File: src/rtl/axioma_io_bitop_arbiter.sv
// Two-requester round-robin sequencer for the GPIO io_* bus: byte read, byte write, atomic bit set/clear.
// Latency: read/write respond at T+2, set/clear at T+3 (CLR on PIN at T+2); no responder backpressure.
module axioma_io_bitop_arbiter #(
  parameter logic [5:0] PINB_ADDR = 6'h23,
  parameter logic [5:0] PINC_ADDR = 6'h26,
  parameter logic [5:0] PIND_ADDR = 6'h29
) (
  input  logic       clk,
  input  logic       reset_n,
  input  logic       req0_valid,
  output logic       req0_ready,
  input  logic [1:0] req0_op,
  input  logic [5:0] req0_addr,
  input  logic [7:0] req0_wdata,
  input  logic [2:0] req0_bit,
  output logic       rsp0_valid,
  output logic [7:0] rsp0_rdata,
  output logic       rsp0_bit,
  input  logic       req1_valid,
  output logic       req1_ready,
  input  logic [1:0] req1_op,
  input  logic [5:0] req1_addr,
  input  logic [7:0] req1_wdata,
  input  logic [2:0] req1_bit,
  output logic       rsp1_valid,
  output logic [7:0] rsp1_rdata,
  output logic       rsp1_bit,
  output logic [5:0] io_addr,
  output logic [7:0] io_data_in,
  input  logic [7:0] io_data_out,
  output logic       io_read,
  output logic       io_write,
  output logic       busy,
  output logic       owner
);

  localparam logic [1:0] OP_READ  = 2'b00;
  localparam logic [1:0] OP_WRITE = 2'b01;
  localparam logic [1:0] OP_SET   = 2'b10;
  localparam logic [1:0] OP_CLR   = 2'b11;

  typedef enum logic [1:0] {ST_IDLE, ST_READ, ST_WRITE, ST_RESP} state_t;

  state_t     r_state;
  state_t     w_state_nxt;
  logic       r_last;
  logic       r_owner;
  logic [1:0] r_op;
  logic [5:0] r_addr;
  logic [2:0] r_bit;
  logic [7:0] r_rbyte;
  logic [7:0] r_wbyte;

  logic       w_grant0;
  logic       w_grant1;
  logic       w_accept;
  logic [1:0] w_sel_op;
  logic       w_is_pin;
  logic       w_pin_clr;
  logic [7:0] w_mask;
  logic [7:0] w_mod_byte;
  logic [7:0] w_rdata;

  // On a tie the requester that did not win last time gets the bus.
  assign w_grant0 = req0_valid & (~req1_valid | r_last);
  assign w_grant1 = req1_valid & (~req0_valid | ~r_last);
  assign w_accept = (r_state == ST_IDLE) & (w_grant0 | w_grant1);
  assign w_sel_op = w_grant1 ? req1_op : req0_op;

  assign w_is_pin  = (r_addr == PINB_ADDR) | (r_addr == PINC_ADDR) | (r_addr == PIND_ADDR);
  assign w_pin_clr = w_is_pin & (r_op == OP_CLR);
  assign w_mask    = 8'b1 << r_bit;

  // PIN registers toggle on write, so SET writes only the target bit.
  always_comb begin
    w_mod_byte = io_data_out & ~w_mask;
    if (r_op == OP_SET) begin
      w_mod_byte = w_is_pin ? w_mask : (io_data_out | w_mask);
    end
  end

  always_ff @(posedge clk or negedge reset_n) begin
    if (!reset_n) begin
      r_state <= ST_IDLE;
    end else begin
      r_state <= w_state_nxt;
    end
  end

  always_comb begin
    w_state_nxt = r_state;
    req0_ready  = 1'b0;
    req1_ready  = 1'b0;
    io_addr     = 6'd0;
    io_data_in  = 8'd0;
    io_read     = 1'b0;
    io_write    = 1'b0;
    rsp0_valid  = 1'b0;
    rsp1_valid  = 1'b0;
    case (r_state)
      ST_IDLE: begin
        req0_ready = reset_n & w_grant0;
        req1_ready = reset_n & w_grant1;
        if (w_grant0 | w_grant1) begin
          w_state_nxt = (w_sel_op == OP_WRITE) ? ST_WRITE : ST_READ;
        end
      end
      ST_READ: begin
        io_read     = 1'b1;
        io_addr     = r_addr;
        w_state_nxt = ((r_op == OP_READ) | w_pin_clr) ? ST_RESP : ST_WRITE;
      end
      ST_WRITE: begin
        io_write    = 1'b1;
        io_addr     = r_addr;
        io_data_in  = r_wbyte;
        w_state_nxt = ST_RESP;
      end
      ST_RESP: begin
        rsp0_valid  = ~r_owner;
        rsp1_valid  = r_owner;
        w_state_nxt = ST_IDLE;
      end
      default: w_state_nxt = ST_IDLE;
    endcase
  end

  always_ff @(posedge clk or negedge reset_n) begin
    if (!reset_n) begin
      r_last  <= 1'b1;
      r_owner <= 1'b0;
      r_op    <= OP_READ;
      r_addr  <= 6'd0;
      r_bit   <= 3'd0;
      r_rbyte <= 8'd0;
      r_wbyte <= 8'd0;
    end else begin
      if (w_accept) begin
        r_op    <= w_sel_op;
        r_addr  <= w_grant1 ? req1_addr : req0_addr;
        r_bit   <= w_grant1 ? req1_bit : req0_bit;
        r_owner <= w_grant1;
        r_last  <= w_grant1;
        if (w_sel_op == OP_WRITE) begin
          r_wbyte <= w_grant1 ? req1_wdata : req0_wdata;
        end
      end
      if (r_state == ST_READ) begin
        r_rbyte <= io_data_out;
        if ((r_op != OP_READ) && !w_pin_clr) begin
          r_wbyte <= w_mod_byte;
        end
      end
    end
  end

  // A write reports the byte it wrote; everything else reports the pre-modify read.
  assign w_rdata    = (r_op == OP_WRITE) ? r_wbyte : r_rbyte;
  assign rsp0_rdata = rsp0_valid ? w_rdata : 8'd0;
  assign rsp1_rdata = rsp1_valid ? w_rdata : 8'd0;
  assign rsp0_bit   = rsp0_valid & w_rdata[r_bit];
  assign rsp1_bit   = rsp1_valid & w_rdata[r_bit];
  assign busy       = (r_state != ST_IDLE);
  assign owner      = r_owner;

endmodule

File: config.mk
export PLATFORM = sky130hd
export DESIGN_NAME = axioma_io_bitop_arbiter
export DESIGN_NICKNAME = d
export VERILOG_FILES = /design/src/rtl/axioma_io_bitop_arbiter.sv
export SDC_FILE = /design/constraint.sdc
export NUM_CORES = 1
export LEC_CHECK = 0
export CELL_PAD_IN_SITES_DETAIL_PLACEMENT = 1
export CELL_PAD_IN_SITES_GLOBAL_PLACEMENT = 2
export CORE_ASPECT_RATIO = 0.9
export CORE_MARGIN = 10
export CORE_UTILIZATION = 26
export DETAILED_ROUTE_END_ITERATION = 6
export HOLD_SLACK_MARGIN = 0.08
export PLACE_DENSITY = 0.91
export SLEW_MARGIN = 25
export SYNTH_ARGS = -nofsm -noshare
export SYNTH_HDL_FRONTEND = slang
export SYNTH_SLANG_ARGS = --single-unit
File: constraint.sdc
create_clock -name clk -period 4.2 [get_ports clk]
set_input_delay 0.84 -clock clk [delete_from_list [all_inputs] [get_ports clk]]
set_output_delay 0.84 -clock clk [all_outputs]
set_load 0.01 [all_outputs]
* After elaboration in Yosys (flattened, before gate mapping)
Index checks and enable logic that the tools add are counted.
** Cells by class
- Reductions and logical operators :: 7
- Magnitude comparators :: 1
- Multiplexer cells :: 27
- Bitwise gates (word level) :: 21
- Shift operators :: 1
- Equality and inequality tests :: 11
** Operators by type and width (count)
- $mux 8 :: 11
- $eq 6x6->1 const B :: 3
- $mux 6 :: 2
- $and 1x1->1 :: 8
- $and 8x8->8 :: 1
- $eq 2x2->1 const B :: 4
- $mux 1 :: 8
- $not 8->8 :: 1
- $or 8x8->8 :: 1
- $pmux 2 s4 :: 1
- $shl 1x3->8 const A :: 1
- $eq 2x1->1 const B :: 3
- $mux 2 :: 3
- $or 1x1->1 :: 6
- $logic_not 2->1 :: 2
- $lt 3x4->1 const B :: 1
- $not 1->1 :: 4
- $reduce_bool 2->1 :: 2
- $bmux 1 s3 :: 1
- $mux 3 :: 1
- $ne 2x1->1 const B :: 1
- $reduce_or 2->1 :: 1
- $logic_and 1x1->1 :: 1
- $logic_not 1->1 :: 1
** Word-level totals
- Output and inout bits :: 40
- Word-level logic and storage cells :: 76
- Input bits :: 50
- Flip-flop bits (word level) :: 31

* Depth between registers and ports, before layout
- Depth in word-level cells :: 9
- Depth in mapped cells :: 8
- Gate-level depth less buffers :: 7

* Worst setup path before layout
No wires, ideal clock.
- Path type :: register to output
- Start point :: register r_op[1]
- End point :: output rsp0_bit
- Data arrival time :: 1510 ps
- Buffers on the path :: 2
- Data required time :: 3360 ps
- Stages on the path, launching flop included :: 8
- Path slack :: 1850 ps
- Cell sequence :: dfrtp_1 buf_4 nand2b_1 buf_6 mux2i_1 a221oi_1 a22oi_1 nor2_1
** On the way
- Longest elaborated chain between the ends :: 5
** Ends and longest elaborated chain
- start, declared :: RTL line 48 : logic [1:0] r_op;
- start signal, assigned :: RTL line 139 : r_op <= w_sel_op;
- $eq 2x1->1 :: RTL line 158 : assign w_rdata = (r_op == OP_WRITE) ? r_wbyte : r_rbyte;
- $mux 8 :: RTL line 158
- $bmux 1 s3 :: RTL line 161 : assign rsp0_bit = rsp0_valid & w_rdata[r_bit];
- $mux 1 (implied by the code) :: RTL line 161
- $and 1x1->1 :: RTL line 161
- end, declared :: RTL line 18 : output logic rsp0_bit,
Every way passes these cells. The select of a mux whose other input is x is not followed.

* Final worst setup path
Same ends and word-level chain as after synthesis.

==> report_table.html <==
<table>
<tr><th>Metric</th><th>Value</th></tr>
<tr><th colspan="2">Outcome</th></tr>
<tr><td>Run status</td><td>completed</td></tr>
<tr><th colspan="2">Final layout</th></tr>
<tr><td>ANT cells</td><td>0</td></tr>
<tr><td>Most frequent cells in the layout</td><td>clkdlybuf4s50_1, nor2_1, dfrtp_1</td></tr>
<tr><td>Leading cell type in the layout, fill and taps excluded</td><td>clkdlybuf4s50_1</td></tr>
<tr><td>Post-route standard cell area excluding fillers</td><td>3200 µm²</td></tr>
<tr><td>Layout fillers</td><td>946</td></tr>
<tr><td>P&amp;R area growth vs syn</td><td>48.2%</td></tr>
<tr><td>Layout net count</td><td>389</td></tr>
<tr><td>Number of non-filler instances in the completed layout</td><td>435</td></tr>
<tr><td>Layout cells sized above 1</td><td>0.0714</td></tr>
<tr><th colspan="2">Yosys</th></tr>
<tr><td>Count of state elements after synthesis</td><td>31</td></tr>
<tr><td>Area share of the largest cell type after synthesis</td><td>0.348</td></tr>
<tr><td>Most frequently used flop master after synthesis</td><td>dfrtp_1</td></tr>
<tr><td>Total of warnings raised by yosys</td><td>0</td></tr>
<tr><td>Sequential share of the synthesized area</td><td>0.360</td></tr>
<tr><td>Cell taking the most area after synthesis</td><td>dfrtp_1</td></tr>
<tr><td>Number of enable-type register cells in the synthesized netlist</td><td>0</td></tr>
<tr><td>Cell count after synthesis</td><td>251</td></tr>
<tr><td>Synth Area per Inst</td><td>8.59 µm²</td></tr>
<tr><td>Total nets after synthesis</td><td>305</td></tr>
<tr><td>Post-Synthesis Cell Area</td><td>2160 µm²</td></tr>
<tr><td>Ranking of synthesized cells by area</td><td>dfrtp_1, mux2i_1, nor2_1</td></tr>
<tr><td>Distinct cell type count after synthesis</td><td>44</td></tr>
<tr><td>Synth async-reset ratio</td><td>1.00</td></tr>
<tr><th colspan="2">Pwr</th></tr>
<tr><td>IR drop worst, VDD</td><td>0.207 mV</td></tr>
<tr><td>Internal power</td><td>0.00117 W</td></tr>
<tr><td>Power density relative to cell area</td><td>656 nW/µm²</td></tr>
<tr><td>Clock group share of total power</td><td>0.108</td></tr>
<tr><td>Sequential fraction of design power</td><td>0.316</td></tr>
<tr><td>Leakage power total</td><td>1.29 nW</td></tr>
<tr><td>Proportion of power drawn by combinational gates</td><td>0.576</td></tr>
<tr><td>Switching Power</td><td>0.000924 W</td></tr>
<tr><td>Net switching share of the total power</td><td>0.441</td></tr>
<tr><th colspan="2">STA</th></tr>
<tr><td>Min Tclk post-route</td><td>3.49 ns</td></tr>
<tr><td>Clk_skew</td><td>0.00612 ns</td></tr>
<tr><td>Setup slack of the critical path after layout</td><td>0.711 ns</td></tr>
<tr><td># setup viols final</td><td>0</td></tr>
<tr><td>Unrepaired setup endpoints after global routing</td><td>no</td></tr>
<tr><td>Hold Worst Slack</td><td>0.510 ns</td></tr>
<tr><td>Final Cycle Share</td><td>0.831</td></tr>
<tr><td>Actual transition at the worst max-transition pin</td><td>0.546 ns</td></tr>
<tr><td>Final Hold Viols</td><td>0</td></tr>
<tr><td>Final number of max-transition violations</td><td>0</td></tr>
<tr><td>Max-slew headroom at the worst pin</td><td>0.635</td></tr>
<tr><td>Highest clock rate</td><td>287 MHz</td></tr>
<tr><td>Setup TNS</td><td>0 ns</td></tr>
<tr><th colspan="2">Setup path</th></tr>
<tr><td>Required arrival time at the worst endpoint</td><td>3.36 ns</td></tr>
<tr><td>Maximum fanout along the worst path</td><td>10</td></tr>
<tr><td>Critical path capture point type</td><td>output port</td></tr>
<tr><td>CP startpoint kind</td><td>register</td></tr>
<tr><td>Crit Path Class</td><td>reg2out</td></tr>
<tr><td>Critical path arrival</td><td>2.65 ns</td></tr>
<tr><th colspan="2">Placed design</th></tr>
<tr><td>Port buffer count</td><td>89</td></tr>
<tr><td>Pre-CTS setup slack</td><td>0.882 ns</td></tr>
<tr><td>Instance area at placement</td><td>3110 µm²</td></tr>
<tr><td>Number of placed cells counting well taps</td><td>427</td></tr>
<tr><td>Routability congestion estimate from global placement</td><td>0.781</td></tr>
<tr><td>Post-detailed-placement half-perimeter wirelength</td><td>6.30 mm</td></tr>
<tr><th colspan="2">Clocking</th></tr>
<tr><td>Cts bufs inserted</td><td>5</td></tr>
<tr><td># H-tree levels</td><td>2</td></tr>
<tr><td>Cts repair resizes</td><td>0</td></tr>
<tr><td>Latest clock arrival within the worst-skew pair</td><td>0.28 ns</td></tr>
<tr><td>Root cell of the clock tree</td><td>clkbuf_8</td></tr>
<tr><td>Number of buffers added to fix hold violations after cts</td><td>0</td></tr>
<tr><td>Reg clk slew, reported paths</td><td>0.07 ns</td></tr>
<tr><td>TritonCTS clock tree</td><td>built</td></tr>
<tr><td>Clock sink total</td><td>31</td></tr>
<tr><td>Buffers from clock root to sink, at most</td><td>2</td></tr>
<tr><td>Post-CTS Setup Bufs</td><td>0</td></tr>
<tr><th colspan="2">Floorplanning</th></tr>
<tr><td>Initial cell density of the core</td><td>0.267</td></tr>
<tr><td>Number of core rows</td><td>31</td></tr>
<tr><td>Number of top-level design ports</td><td>90</td></tr>
<tr><td>Vert. Die Dim</td><td>106 µm</td></tr>
<tr><td>Floorplan die area</td><td>12300 µm²</td></tr>
<tr><td>Die boundary width</td><td>116 µm</td></tr>
<tr><td>Total core area</td><td>8070 µm²</td></tr>
<tr><th colspan="2">Global routing</th></tr>
<tr><td>GRT Util Overall</td><td>0.127</td></tr>
<tr><td>Vias in the first global route</td><td>2329</td></tr>
<tr><td>Antenna violations before repair</td><td>0</td></tr>
<tr><td>Grt ovf</td><td>0</td></tr>
<tr><td>Maximum number of pins on one net before global-route repair</td><td>32</td></tr>
<tr><td>First-pass GRT wire length</td><td>12.6 mm</td></tr>
<tr><th colspan="2">Hold path</th></tr>
<tr><td>Class of the tightest hold or removal check</td><td>reg2reg</td></tr>
<tr><th colspan="2">Routing</th></tr>
<tr><td>Number of iterations in the first detailed-routing pass</td><td>5</td></tr>
<tr><td>Post-detailed-route DRC marker count</td><td>0</td></tr>
<tr><td>Via count normalized by instance count</td><td>5.04</td></tr>
<tr><td>Number of nets with antenna violations after routing</td><td>0</td></tr>
<tr><td>Drt first-iter violations</td><td>106</td></tr>
<tr><td>Total number of vias</td><td>2193</td></tr>
<tr><td>Average detailed-routed wire length per instance</td><td>17.8 µm</td></tr>
<tr><td>Post-detailed-routing wire length</td><td>7.74 mm</td></tr>
<tr><th colspan="2">Flow run</th></tr>
<tr><td>Number of maximum-capacitance violations</td><td>0</td></tr>
</table>
## worst max-delay path, cell delays in order (launching register included)
cell,delay [ns]
dfrtp_1,0.51
nand2b_1,0.47
mux2i_1,0.23
a221oi_1,0.33
a22oi_1,0.13
nor2_1,0.11
clkdlybuf4s50_1,0.56
## state kept, by name (all words and copies together) (netlist names)
| signal | flops |
|---|---|
| r_bit | 3 |
| r_addr | 6 |
| owner | 1 |
| r_wbyte | 8 |
| r_state | 2 |
| r_last | 1 |
| r_rbyte | 8 |
| r_op | 2 |
## Yosys cell counts (2+ instances only)
master,n
and2_1,17
o21ai_1,9
nand3_1,2
dfrtp_1,30
buf_6,2
a21oi_1,14
o21ai_0,17
and3b_1,2
nand4bb_1,2
nor3_1,3
nor2_1,32
clkbuf_1,7
nand3b_1,2
ha_1,4
mux2_2,8
a221oi_1,2
buf_2,3
nor2b_1,4
o31ai_1,8
buf_1,2
mux2i_1,18
a211oi_1,2
o22ai_1,8
nand2_1,21
nand2b_1,6
inv_1,8
## power groups by stage
stage / sequential [W] / combinational, W / clock [W]
global placement: 0.000653 / 0.00118 / 0
finish: 0.000661 / 0.00121 / 0.000226
global route: 0.000690 / 0.00135 / 0.000248
floorplan: 0.000544 / 0.000819 / 0
CTS: 0.000658 / 0.00123 / 0.000233
detailed placement: 0.000662 / 0.00122 / 0
## metrics by stage
step / power, W / utilization
6_report: 0.00210 / 0.396
3_5_place_dp: 0.00188 / 0.386
5_1_grt: 0.00229 / 0.396
3_3_place_gp: 0.00184 / 0.386
2_1_floorplan: 0.00136 / -
4_1_cts: 0.00212 / 0.396
## final timing paths
path                       startpoint    endpoint  slack (ns)  cells past startpoint
max                           r_op[1]    rsp0_bit        0.71                      6
min                        r_rbyte[0]  r_rbyte[0]        0.51                      1
max reg2reg                r_state[1]  r_wbyte[0]        2.10                      6
min reg2reg                r_rbyte[0]  r_rbyte[0]        0.51                      1
max in group asynchronous     reset_n      r_last        2.83                      2
min in group asynchronous     reset_n  r_state[1]        1.05                      2
## kinds of logic after synthesis
family / after synthesis / synth area share
and+or+nand+nor: 95 / 0.221
DFF: 31 / 0.360
AOI/OAI and AO/OA: 71 / 0.216
buffers and inverters: 23 / 0.0505
muxes: 26 / 0.125
adders and majority gates: 4 / 0.0232
xor gates and xnor gates: 1 / 0.00406
## per-layer routing
layer	GRT usage	vias to the layer above	wire, µm
met2	0.199	84	3430
met5	0	-	0
met3	0.0422	6	732
met4	0.0313	0	69
li1	-	1052	-
met1	0.164	1051	3510
## layout make-up
type,count,area [µm²],share of cell area
clock buffer,7,76.3,0.0239
clock inverter,1,5.00,0.00157
inverter,8,30.0,0.00940
multi-input combinational,197,1270,0.397
sequential,31,777,0.243
tap,99,124,0.0388
timing repair buffer,92,913,0.286
(Power assumes the default switching activity.)
==> RTL change (same settings) <==
Encoding of `state_t`: now one-hot (4 bits for 4 states).
--- a/src/rtl/axioma_io_bitop_arbiter.sv
+++ b/src/rtl/axioma_io_bitop_arbiter.sv
@@ -39,7 +39,7 @@
   localparam logic [1:0] OP_SET   = 2'b10;
   localparam logic [1:0] OP_CLR   = 2'b11;
 
-  typedef enum logic [1:0] {ST_IDLE, ST_READ, ST_WRITE, ST_RESP} state_t;
+  typedef enum logic [3:0] {ST_IDLE = 4'b0001, ST_READ = 4'b0010, ST_WRITE = 4'b0100, ST_RESP = 4'b1000} state_t;
 
   state_t     r_state;
   state_t     w_state_nxt;
Behaviour: no difference found for any inputs over 10 cycles, from zero or initial values and one cycle with reset_n low; not proved beyond that.
==> RTL change against the unedited design <==
  * Routed wire length up 0.52%
  * Utilization down 0.30 points
  * Cell area rose by 4.9%
  * Sequential cell count is 2 higher
  * Area after synthesis rose by 5.0%
  * Power decreased by 11%
  * Setup slack about the same
  * Critical path type unchanged
==> RTL change: results (changes against the unedited design) <==
[status]
status=finished, final reports clean  ; unchanged

[place]
dp.cells=444  ; was 427
post_dp_cell_area_mm2=0.00327  ; was 0.00311 mm²
gp_congestion=0.840  ; was 0.781
dp_slack_ns=1.01  ; was 0.882 ns
place_hpwl_mm=6.18  ; was 6.30 mm

[sta]
max_slew_margin_pct=60.8  ; was 63.5%
skew_ns=0.00733  ; was 0.00612 ns

[final_layout]
insertedDiodeCount=0  ; unchanged
drive_gt1_share_pct=12.3  ; was 7.14%
finalNetCount=382  ; was 389
fillers=995  ; was 946

[power]
comb_cell_power_w=0.000962  ; was 0.00121 W
p_int_w=0.00105  ; was 0.00117 W
power.static_leakage_nw=1.32  ; was 1.29 nW
power.ir.vdd_worst_v=0.000170  ; was 0.000207 V
p_clk_w=0.000242  ; was 0.000226 W
swShare_pct=43.4  ; was 44.1%

[floorplanning]
core_mm2=0.00853  ; was 0.00807 mm²

[grt]
grt_max_degree=35  ; was 32
antenna_found_initial=0  ; unchanged
grt_pass1_wl_mm=12.7  ; was 12.6 mm
grt_pass1_vias=2371  ; was 2329
grtUsageTotal_pct=12.1  ; was 12.7%

[synthesis]
syn_area_per_cell_um2=9.13  ; was 8.59 µm²
synth_area_leaders=dfrtp_1 34%, mux2i_1 8.4%, nor2_1 6.6%  ; was dfrtp_1 35%, mux2i_1 8.4%, nor2_1 5.6%
synth_cell_types=44  ; unchanged
synthTopCellsByCount=40 x nor2_1, 31 x dfrtp_1, 19 x mux2i_1  ; was 32 x nor2_1, 30 x dfrtp_1, 21 x nand2_1
synth_fp_nets=298  ; was 305
ys_seq_area_share_pct=36.6  ; was 36.0%

[cts]
clk_path_buf_depth=2  ; unchanged
cts_buffers=5  ; unchanged

[critical_path]
crit_start=r_op[1]$_DFFE_PN0N_  ; unchanged
path_max_fanout=9  ; was 10
timing.rr.start=r_state[0]$_DFFE_PN1P_  ; was r_state[1]$_DFFE_PN0P_

[routing]
drtPass1Iterations=4  ; was 5
drt_iter0_drc=81  ; was 106
vias_per_cell=4.72  ; was 5.04
via_count=2132  ; was 2193
wl_mm=7.78  ; was 7.74 mm

==> RTL change: cell types whose count changed after synthesis, moves of 7 or more <==
cell	change
a31oi_2	+7
and2_1	-7
mux2_1	+8
mux2_2	-8
o21ai_2	+8
o22ai_1	-8
o31ai_1	-8
nor2_1	+8
o21ai_0	-17
o221ai_1	+7
==> RTL change: worst max-delay path, delay by kind of cell, from the launching register on <==
family | cells | cell delay, ns
AO/OA/AOI/OAI | 2 | 0.51
buffers and inverters | 1 | 0.55
flip-flops | 1 | 0.44
multiplexers | 1 | 0.25
AND/OR/NAND/NOR | 2 | 0.60
==> RTL change: cell type report <==
type	count	area (µm²)	share of cell area (%)
multi-input combinational	190	1330	39.7
sequential	33	828	24.7
tap	119	149	4.44
inverter	8	30.0	0.896
clock buffer	5	68.8	2.05
timing repair buffer	94	928	27.7
clock inverter	3	17.5	0.523
==> RTL change: final timing paths <==
path / to / slack, ns / cells after the start
worst max-delay path: rsp1_bit / 0.71 / 6
worst min-delay path: r_rbyte[0]$_DFFE_PN0P_ / 0.49 / 1
worst max register to register: r_wbyte[2]$_DFF_PN0_ / 1.95 / 6
worst min register to register: r_rbyte[0]$_DFFE_PN0P_ / 0.49 / 1
max in group asynchronous: r_last$_DFFE_PN1N_ / 2.79 / 2
min in group asynchronous: r_op[1]$_DFFE_PN0N_ / 1.06 / 2
==> RTL change: routing by layer <==
metal,routed length (µm),track usage [%],up-vias
li1,-,-,1054
met1,3550,14.6,1011
met2,3650,20.4,64
met3,551,4.59,3
met4,36,1.85,0
met5,0,0,-
==> RTL change: cells by family (layout without fill, tap and decap cells) <==
group           count (synthesis)  after routing  synth area share [%]
compound gates                 62             62                  22.4
xor+xnor                        1              1                 0.387
buf+inv                        25            110                  5.25
flops                          33             33                  36.6
mux                            27             27                  12.4
simple gates                  100            100                  22.9
